===== config.mk =====
export PLATFORM = sky130hd
export DESIGN_NAME = stream_in_frame_rx_flat
export DESIGN_NICKNAME = d
export VERILOG_FILES = /design/src/rtl/stream_in_pkg.sv /design/src/rtl/stream_in_frame_rx_if.sv /design/src/rtl/axis_skid_buf.sv /design/src/rtl/stream_in_frame_rx.sv /design/src/flat_wrapper.sv
export SDC_FILE = /design/constraint.sdc
export NUM_CORES = 1
export LEC_CHECK = 0
export BUFFER_PORTS_ARGS = -buffer_cell sky130_fd_sc_hd__buf_4
export CORE_MARGIN = 5
export CORE_UTILIZATION = 35
export CTS_BUF_LIST = sky130_fd_sc_hd__clkbuf_4 sky130_fd_sc_hd__clkbuf_8
export DETAILED_ROUTE_END_ITERATION = 8
export PLACE_DENSITY_LB_ADDON = 0.12
export RECOVER_POWER = 100
export SKIP_CTS_REPAIR_TIMING = 1
export SLEW_MARGIN = 30
export SYNTH_ARGS = -nofsm -noshare
export SYNTH_HDL_FRONTEND = slang
export SYNTH_HIERARCHICAL = 1
export SYNTH_SLANG_ARGS = --single-unit

===== constraint.sdc =====
create_clock -name s_axis_aclk -period 3.29 [get_ports s_axis_aclk]
set_input_delay 0.1645 -clock s_axis_aclk [delete_from_list [all_inputs] [get_ports s_axis_aclk]]
set_output_delay 0.1645 -clock s_axis_aclk [all_outputs]
set_load 0.01 [all_outputs]

===== src/rtl/stream_in_pkg.sv =====
// Shared types and constants for the AXIS frame receiver.
// Purpose : FSM state encoding and the width of a buffered pixel entry.
// Latency : n/a (package). Backpressure: n/a.
package stream_in_pkg;

  typedef enum logic [1:0] {
    IDLE     = 2'd0,
    WAIT_SOF = 2'd1,
    RECV     = 2'd2
  } state_t;

  // Each buffer entry carries the pixel plus the two sideband bits {sof, eol}.
  localparam int SIDEBAND_BITS = 2;

  function automatic int entry_width(input int pixel_width);
    return pixel_width + SIDEBAND_BITS;
  endfunction

endpackage


===== src/rtl/stream_in_frame_rx_if.sv =====
// Bundles the AXIS input channel and the pixel output channel of the receiver.
// Ports   : s_axis_* (tvalid/tready/tdata/tlast/user), ac_upsp_* / upsp_ac_rready.
// Modports: slave = the receiver, master = the surrounding environment.
interface stream_in_frame_rx_if #(
  parameter int AXISIN_DATA_WIDTH = 32,
  parameter int PIXEL_WIDTH       = 24
);

  logic                         s_axis_tvalid;
  logic                         s_axis_tready;
  logic [AXISIN_DATA_WIDTH-1:0] s_axis_tdata;
  logic                         s_axis_tlast;
  logic                         s_axis_user;

  logic                         ac_upsp_rvalid;
  logic                         upsp_ac_rready;
  logic [PIXEL_WIDTH-1:0]       ac_upsp_rdata;
  logic                         ac_upsp_sof;
  logic                         ac_upsp_eol;

  modport slave (
    input  s_axis_tvalid, s_axis_tdata, s_axis_tlast, s_axis_user, upsp_ac_rready,
    output s_axis_tready, ac_upsp_rvalid, ac_upsp_rdata, ac_upsp_sof, ac_upsp_eol
  );

  modport master (
    output s_axis_tvalid, s_axis_tdata, s_axis_tlast, s_axis_user, upsp_ac_rready,
    input  s_axis_tready, ac_upsp_rvalid, ac_upsp_rdata, ac_upsp_sof, ac_upsp_eol
  );

endinterface


===== src/rtl/axis_skid_buf.sv =====
// Purpose : 2-entry FIFO that decouples the AXIS ready path from the consumer.
// Latency : 1 cycle push -> head visible; full throughput with push+pop each cycle.
// Backpressure: full asserts at 2 entries; a push while full is only taken with a pop.
// Ports   : clk, rst_n, push/push_dat, pop, flush, head_dat, full, count.
module axis_skid_buf #(
  parameter int DATA_WIDTH = 26
) (
  input  logic                  clk,
  input  logic                  rst_n,
  input  logic                  push,
  input  logic [DATA_WIDTH-1:0] push_dat,
  input  logic                  pop,
  input  logic                  flush,
  output logic [DATA_WIDTH-1:0] head_dat,
  output logic                  full,
  output logic [1:0]            count
);

  logic [DATA_WIDTH-1:0] mem [2];
  logic                  wr_ptr;
  logic                  rd_ptr;
  logic                  do_push;
  logic                  do_pop;

  assign full     = (count == 2'd2);
  assign do_pop   = pop && (count != 2'd0);
  assign do_push  = push && (!full || do_pop);
  assign head_dat = mem[rd_ptr];

  always_ff @(posedge clk or negedge rst_n) begin
    if (!rst_n) begin
      for (int i = 0; i < 2; i++) mem[i] <= '0;
      wr_ptr <= 1'b0;
      rd_ptr <= 1'b0;
      count  <= 2'd0;
    end else if (flush) begin
      wr_ptr <= 1'b0;
      rd_ptr <= 1'b0;
      count  <= 2'd0;
    end else begin
      if (do_push) begin
        mem[wr_ptr] <= push_dat;
        wr_ptr      <= ~wr_ptr;
      end
      if (do_pop) rd_ptr <= ~rd_ptr;
      case ({do_push, do_pop})
        2'b10:   count <= count + 2'd1;
        2'b01:   count <= count - 2'd1;
        default: count <= count;
      endcase
    end
  end

endmodule


===== src/rtl/stream_in_frame_rx.sv =====
// Purpose : AXIS frame receiver; tracks col/row, optional tuser SOF sync, strips
//           padding to PIXEL_WIDTH and tags pixels with sof/eol. Optional stats via
//           macro STREAM_IN_FRAME_STAT_EN (err_early_eol_cnt, err_missing_eol_cnt, frame_cnt).
// Latency : 1 cycle AXIS handshake -> ac_upsp_rvalid. Backpressure: s_axis_tready comes
//           from registered state and buffer count only (never from upsp_ac_rready).
// Ports   : s_axis_aclk, s_axis_arstn, UPSTART, UPEND, bus (slave), frame_busy, frame_err.
import stream_in_pkg::*;

module stream_in_frame_rx #(
  parameter int AXISIN_DATA_WIDTH = 32,
  parameter int PIXEL_WIDTH       = 24,
  parameter int SRC_IMG_WIDTH     = 3840,
  parameter int SRC_IMG_HEIGHT    = 2160,
  parameter int SOF_SYNC          = 1
) (
  input  logic                     s_axis_aclk,
  input  logic                     s_axis_arstn,
  input  logic                     UPSTART,
  input  logic                     UPEND,
  stream_in_frame_rx_if.slave      bus,
  output logic                     frame_busy,
  output logic                     frame_err
`ifdef STREAM_IN_FRAME_STAT_EN
  ,
  output logic [15:0]              err_early_eol_cnt,
  output logic [15:0]              err_missing_eol_cnt,
  output logic [15:0]              frame_cnt
`endif
);

  localparam int EW = entry_width(PIXEL_WIDTH);
  localparam int CW = (SRC_IMG_WIDTH  > 1) ? $clog2(SRC_IMG_WIDTH)  : 1;
  localparam int RW = (SRC_IMG_HEIGHT > 1) ? $clog2(SRC_IMG_HEIGHT) : 1;
  localparam logic [CW-1:0] COL_LAST = CW'(SRC_IMG_WIDTH - 1);
  localparam logic [RW-1:0] ROW_LAST = RW'(SRC_IMG_HEIGHT - 1);

  state_t          state;
  logic [CW-1:0]   col;
  logic [RW-1:0]   row;

  logic            hs;
  logic            beat;
  logic            at_origin;
  logic            at_eol;
  logic            at_end;
  logic            early_eol;
  logic            missing_eol;
  logic            bad_sof;
  logic [EW-1:0]   push_dat;
  logic [EW-1:0]   head_dat;
  logic            buf_full;
  logic [1:0]      buf_cnt;

  // Padding above PIXEL_WIDTH is intentionally discarded.
  logic            unused_tdata;
  assign unused_tdata = ^{1'b0, bus.s_axis_tdata};

  // In WAIT_SOF junk beats must be drained regardless of buffer space.
  assign bus.s_axis_tready = (state == WAIT_SOF) || ((state == RECV) && !buf_full);
  assign hs = bus.s_axis_tvalid && bus.s_axis_tready;

  assign at_origin = (col == '0) && (row == '0);
  assign at_eol    = (col == COL_LAST);
  assign at_end    = at_eol && (row == ROW_LAST);

  // A beat that becomes a pixel; UPEND wins over a same-cycle handshake.
  assign beat = hs && !UPEND &&
                ((state == RECV) || ((state == WAIT_SOF) && bus.s_axis_user));

  assign early_eol   = beat && bus.s_axis_tlast && !at_eol;
  assign missing_eol = beat && !bus.s_axis_tlast && at_eol;
  assign bad_sof     = beat && (state == RECV) && bus.s_axis_user && !at_origin;

  assign push_dat = {bus.s_axis_tdata[PIXEL_WIDTH-1:0], at_origin, at_eol};

  always_ff @(posedge s_axis_aclk or negedge s_axis_arstn) begin
    if (!s_axis_arstn) begin
      state     <= IDLE;
      col       <= '0;
      row       <= '0;
      frame_err <= 1'b0;
    end else if (UPEND) begin
      state <= IDLE;
      col   <= '0;
      row   <= '0;
    end else begin
      case (state)
        IDLE: begin
          if (UPSTART) begin
            state     <= (SOF_SYNC != 0) ? WAIT_SOF : RECV;
            col       <= '0;
            row       <= '0;
            frame_err <= 1'b0;
          end
        end
        default: ;
      endcase

      // Row advance is purely counter-driven; tlast only feeds the error checks.
      if (beat) begin
        if (at_eol) begin
          col <= '0;
          row <= (row == ROW_LAST) ? '0 : row + 1'b1;
        end else begin
          col <= col + 1'b1;
        end
        if (at_end)                 state <= IDLE;
        else if (state == WAIT_SOF) state <= RECV;
        if (early_eol || missing_eol || bad_sof) frame_err <= 1'b1;
      end
    end
  end

  assign frame_busy = (state != IDLE);

  axis_skid_buf #(
    .DATA_WIDTH (EW)
  ) u_buf (
    .clk      (s_axis_aclk),
    .rst_n    (s_axis_arstn),
    .push     (beat),
    .push_dat (push_dat),
    .pop      (bus.upsp_ac_rready),
    .flush    (UPEND),
    .head_dat (head_dat),
    .full     (buf_full),
    .count    (buf_cnt)
  );

  assign bus.ac_upsp_rvalid = (buf_cnt != 2'd0);
  assign bus.ac_upsp_rdata  = head_dat[EW-1:2];
  assign bus.ac_upsp_sof    = head_dat[1];
  assign bus.ac_upsp_eol    = head_dat[0];

`ifdef STREAM_IN_FRAME_STAT_EN
  // Saturating counters; only reset clears them, UPSTART does not.
  always_ff @(posedge s_axis_aclk or negedge s_axis_arstn) begin
    if (!s_axis_arstn) begin
      err_early_eol_cnt   <= 16'd0;
      err_missing_eol_cnt <= 16'd0;
      frame_cnt           <= 16'd0;
    end else begin
      if (early_eol && (err_early_eol_cnt != 16'hFFFF))
        err_early_eol_cnt <= err_early_eol_cnt + 16'd1;
      if (missing_eol && (err_missing_eol_cnt != 16'hFFFF))
        err_missing_eol_cnt <= err_missing_eol_cnt + 16'd1;
      if (beat && at_end && (frame_cnt != 16'hFFFF))
        frame_cnt <= frame_cnt + 16'd1;
    end
  end
`endif

endmodule


===== src/flat_wrapper.sv =====
// flat-port wrapper written by rule: the top's interface ports become plain ports
module stream_in_frame_rx_flat 
#(
  parameter int AXISIN_DATA_WIDTH = 32,
  parameter int PIXEL_WIDTH       = 24,
  parameter int SRC_IMG_WIDTH     = 3840,
  parameter int SRC_IMG_HEIGHT    = 2160,
  parameter int SOF_SYNC          = 1
)
  (s_axis_aclk, s_axis_arstn, UPSTART, UPEND, frame_busy, frame_err, bus_s_axis_tvalid, bus_s_axis_tdata, bus_s_axis_tlast, bus_s_axis_user, bus_upsp_ac_rready, bus_s_axis_tready, bus_ac_upsp_rvalid, bus_ac_upsp_rdata, bus_ac_upsp_sof, bus_ac_upsp_eol);
  stream_in_frame_rx_if #(.AXISIN_DATA_WIDTH(AXISIN_DATA_WIDTH), .PIXEL_WIDTH(PIXEL_WIDTH)) bus_i ();
  input  logic s_axis_aclk;
  input  logic s_axis_arstn;
  input  logic UPSTART;
  input  logic UPEND;
  output logic frame_busy;
  output logic frame_err;
  input wire logic [$bits(bus_i.s_axis_tvalid)-1:0] bus_s_axis_tvalid;
  input wire logic [$bits(bus_i.s_axis_tdata)-1:0] bus_s_axis_tdata;
  input wire logic [$bits(bus_i.s_axis_tlast)-1:0] bus_s_axis_tlast;
  input wire logic [$bits(bus_i.s_axis_user)-1:0] bus_s_axis_user;
  input wire logic [$bits(bus_i.upsp_ac_rready)-1:0] bus_upsp_ac_rready;
  output wire logic [$bits(bus_i.s_axis_tready)-1:0] bus_s_axis_tready;
  output wire logic [$bits(bus_i.ac_upsp_rvalid)-1:0] bus_ac_upsp_rvalid;
  output wire logic [$bits(bus_i.ac_upsp_rdata)-1:0] bus_ac_upsp_rdata;
  output wire logic [$bits(bus_i.ac_upsp_sof)-1:0] bus_ac_upsp_sof;
  output wire logic [$bits(bus_i.ac_upsp_eol)-1:0] bus_ac_upsp_eol;
  assign bus_i.s_axis_tvalid = bus_s_axis_tvalid;
  assign bus_i.s_axis_tdata = bus_s_axis_tdata;
  assign bus_i.s_axis_tlast = bus_s_axis_tlast;
  assign bus_i.s_axis_user = bus_s_axis_user;
  assign bus_i.upsp_ac_rready = bus_upsp_ac_rready;
  assign bus_s_axis_tready = bus_i.s_axis_tready;
  assign bus_ac_upsp_rvalid = bus_i.ac_upsp_rvalid;
  assign bus_ac_upsp_rdata = bus_i.ac_upsp_rdata;
  assign bus_ac_upsp_sof = bus_i.ac_upsp_sof;
  assign bus_ac_upsp_eol = bus_i.ac_upsp_eol;
  stream_in_frame_rx #(.AXISIN_DATA_WIDTH(AXISIN_DATA_WIDTH), .PIXEL_WIDTH(PIXEL_WIDTH), .SRC_IMG_WIDTH(SRC_IMG_WIDTH), .SRC_IMG_HEIGHT(SRC_IMG_HEIGHT), .SOF_SYNC(SOF_SYNC)) u_core (.s_axis_aclk(s_axis_aclk), .s_axis_arstn(s_axis_arstn), .UPSTART(UPSTART), .UPEND(UPEND), .bus(bus_i), .frame_busy(frame_busy), .frame_err(frame_err));
endmodule

==> summary.txt <==
Power
  • VDD IR max: roughly 280 uV
  • Leak Pwr: around 0.0022 uW
  • Total power: roughly 2500 uW
  • Total power divided by cell area: slightly above 500 mW/mm2

Drt
  • Routed Wire Length: a little over 9000 um
  • Detailed router's first-iteration violation count: about 170
  • Pre-antenna DRT Iters: 4
  • Number of vias per cell after detailed routing: 5.06
  • Vias: 2892
  • Mean routed wirelength per cell: 15.9 um
  • Antenna violation net count after detailed routing: 0
  • Number of remaining DRC errors: 0

Setup path
  • End of the critical path: u_core/u_buf/mem[35]
  • Critical setup path kind: register to register
  • Slowest stage cell, crit path: or4b_1
  • Reg2reg start: u_core/u_buf/count[1]
  • Top Family by Delay on Critical Path: simple AND/OR/NAND/NOR gates
  • Buffers & Inverters on Critical Path: 2
  • Slowest stage delay, CP: 0.50 ns
  • Sequence of cells on the critical path: nor2b_1 -> or3b_1 -> a21o_1 -> clkinvlp_2 -> or4b_1 -> clkbuf_4 -> mux2_1
  • Required time at the worst-slack endpoint: 3.54 ns
  • Crit path depth: 7
  • Reg2Reg Capture Point: u_core/u_buf/mem[35]
  • Reg2Reg Setup Slack: 0.39 ns
  • Arrival @ worst endpoint: roughly 3.2 ns
  • Type of element launching the critical path: register
  • Peak fanout along the critical path: 25
  • Depth of the worst register-to-register path: 7
  • Crit. Startpoint: u_core/u_buf/count[1]
  • Nature of the critical path endpoint: register

Finish
  • Layout net count: 464
  • Fraction of layout instances using a drive strength above 1: 29.4%
  • Fill count: 1216
  • Antenna Cells: 0
  • Register area: 0.00208 mm2
  • Area delta synth->final: 14.9%
  • Area of the multi-input gates: 0.00191 mm2

Floorplanning
  • Initial standard-cell utilization of the core: a little over a third
  • Top-level port count: 70
  • Height of the die: roughly 120 um
  • Placement row count: 40
  • Area inside the core boundary: 0.0119 mm2
  • Die ar.: 0.0143 mm2
  • Die outline width: between 100 and 150 um

Logic synthesis
  • Post-synthesis net count: 399
  • Combined area of all synthesized cells: 0.00420 mm2
  • Total of warnings raised by yosys: 6
  • Synth Instances: about 360
  • Commonest register cell after synthesis: dfrtp_1
  • Sequential-to-total area share from yosys stat: 49.4%
  • Cell variety after synth: between 50 and 60
  • Synth async-reset ratio: 100%
  • Mean post-synth cell area: roughly 12 um2
  • Synth Register Bits: a little over 80
  • Number of enable-type register cells in the synthesized netlist: 0

Timing
  • Count of final max-slew check failures: 84
  • Part of the cycle the worst path needs: between 80% and 90%
  • Final Worst Setup Slack: 0.394 ns
  • Worst slew slack as a fraction of its limit: -39.0%
  • Unrepaired setup endpoints after global routing: false
  • Sum Neg Setup Slack: 0 ns
  • Number of hold violations in the final report: 0
  • Worst-margin pin slew: around 2.1 ns
  • Shortest period the worst path allows: 2.90 ns
  • Highest clock rate: 345 MHz
  • Total setup violations reported at the end of the flow: 0
  • Clock skew after layout: 0.0121 ns

Global routing
  • First-pass GRT wire length: 15400 um
  • GRT Total Usage: 13.4%
  • Number of global-route vias before repair: roughly 3000
  • Overflow left after global routing: 0
  • Maximum number of pins on one net before global-route repair: 84
  • Initial antenna violation count: 0

Placed design
  • Routability congestion estimate: 0.828
  • Hpwl dp: 5990 um
  • IO Port Bufs: 61
  • Place WS: 0.580 ns

CTS
  • # H-tree levels: 3
  • CTS tree: built
  • Clock insertion delay at the later pin of the skew report: between 0.3 and 0.4 ns
  • CTS clk-pin slew, worst paths: 0.09 ns
  • CTS root buffer: clkbuf_8
  • Maximum number of buffers from clock root to sink: 2
  • CTS buffer count: 9
  • Clock sinks: between 80 and 90

Outcome
  • Result of the run: complete, but fails checks
  • Violations in the final reports: capacitance limit, slew limit

Hold path
  • Worst hold path class: input pin to register

Job
  • Maximum capacitance violations: 1
worst min path at each step:
stage / start / end / slack [ns] / cells after the start
after floorplan: s_axis_arstn / u_core/col[0] / -0.13 / 0
after global placement: bus_s_axis_tdata[9] / u_core/u_buf/mem[37] / 0.41 / 2
after detailed placement: s_axis_arstn / u_core/u_buf/mem[39] / 0.28 / 1
after CTS: s_axis_arstn / u_core/u_buf/mem[39] / -0.14 / 1
after global routing: bus_s_axis_tdata[19] / u_core/u_buf/mem[47] / -0.01 / 2
final: bus_s_axis_tdata[14] / u_core/u_buf/mem[42] / 0.01 / 2
cells in the mapped netlist, drive strengths merged, types with 5 or more instances:
cell | instances | area (um2)
mux2 | 78 | 950
nor3 | 9 | 55.1
a21oi | 10 | 53.8
nor4 | 5 | 37.5
buf | 10 | 96.3
o21ai | 26 | 130
nand3 | 15 | 75.1
a21o | 5 | 37.5
nand4 | 7 | 43.8
nand2 | 22 | 85.1
inv | 12 | 45.0
dfrtp | 83 | 2080
nor2 | 18 | 70.1
cell families after synthesis:
| family | after synthesis | synth area share, % |
|---|---|---|
| mux | 80 | 23.1 |
| compound gates | 57 | 8.30 |
| simple gates | 100 | 13.2 |
| xor+xnor | 5 | 1.04 |
| flops | 83 | 49.4 |
| buf+inv | 26 | 3.75 |
| fa+ha+maj | 4 | 1.19 |
flip-flops by register name, indices dropped and copies added (netlist names):
name	count
u_core/u_buf/mem	52
u_core/col	12
u_core/row	12
u_core/state	2
u_core/u_buf/count	2
u_core/frame_err	1
u_core/u_buf/rd_ptr	1
u_core/u_buf/wr_ptr	1
where the power goes:
part / total, uW / switching, uW / internal, uW
Clock: 743 / 366 / 377
Sequential: 1230 / 67.1 / 1160
Combinational: 522 / 246 / 275
Total: 2490 / 679 / 1810
per-layer routing:
layer  global-route usage [%]  up-vias  wire (um)
met5                        0        -          0
met4                     4.29        0         92
met3                     4.15        7        379
met2                     21.8       50       4310
met1                     17.1     1422       4290
li1                         -     1413          -
placed cells by master (no fill, tap or decap), types with 9 or more instances in the layout:
| master | n |
|---|---|
| dfrtp_1 | 83 |
| mux2_2 | 57 |
| buf_4 | 35 |
| clkbuf_1 | 28 |
| o21ai_0 | 26 |
| nand2_1 | 21 |
| nor2_1 | 17 |
| mux2_1 | 17 |
| nand3_1 | 15 |
| inv_1 | 12 |
| a21oi_1 | 10 |
| clkbuf_8 | 9 |
final cells by class:
type                    count  area share [%]
clock buffers              12            3.03
clock inverters             4            1.06
inverters                  13            1.04
multi-input cells         246            39.6
flip-flops and latches     83            43.0
well taps                 147            3.81
repair buffers             67            8.50
stage by stage:
step / cells / hold slack (ns) / util, % / instance area (um2)
after floorplan: 355 / -0.131 / - / 4200
after global placement: 555 / 0.405 / 40.3 / 4790
after detailed placement: 555 / 0.278 / 40.3 / 4800
after CTS: 571 / -0.140 / 41.9 / 5000
after global routing: 572 / -0.0121 / 40.5 / 4830
final: 572 / 0.0124 / 40.5 / 4830
Note: power is estimated with default switching activity, not from simulation.
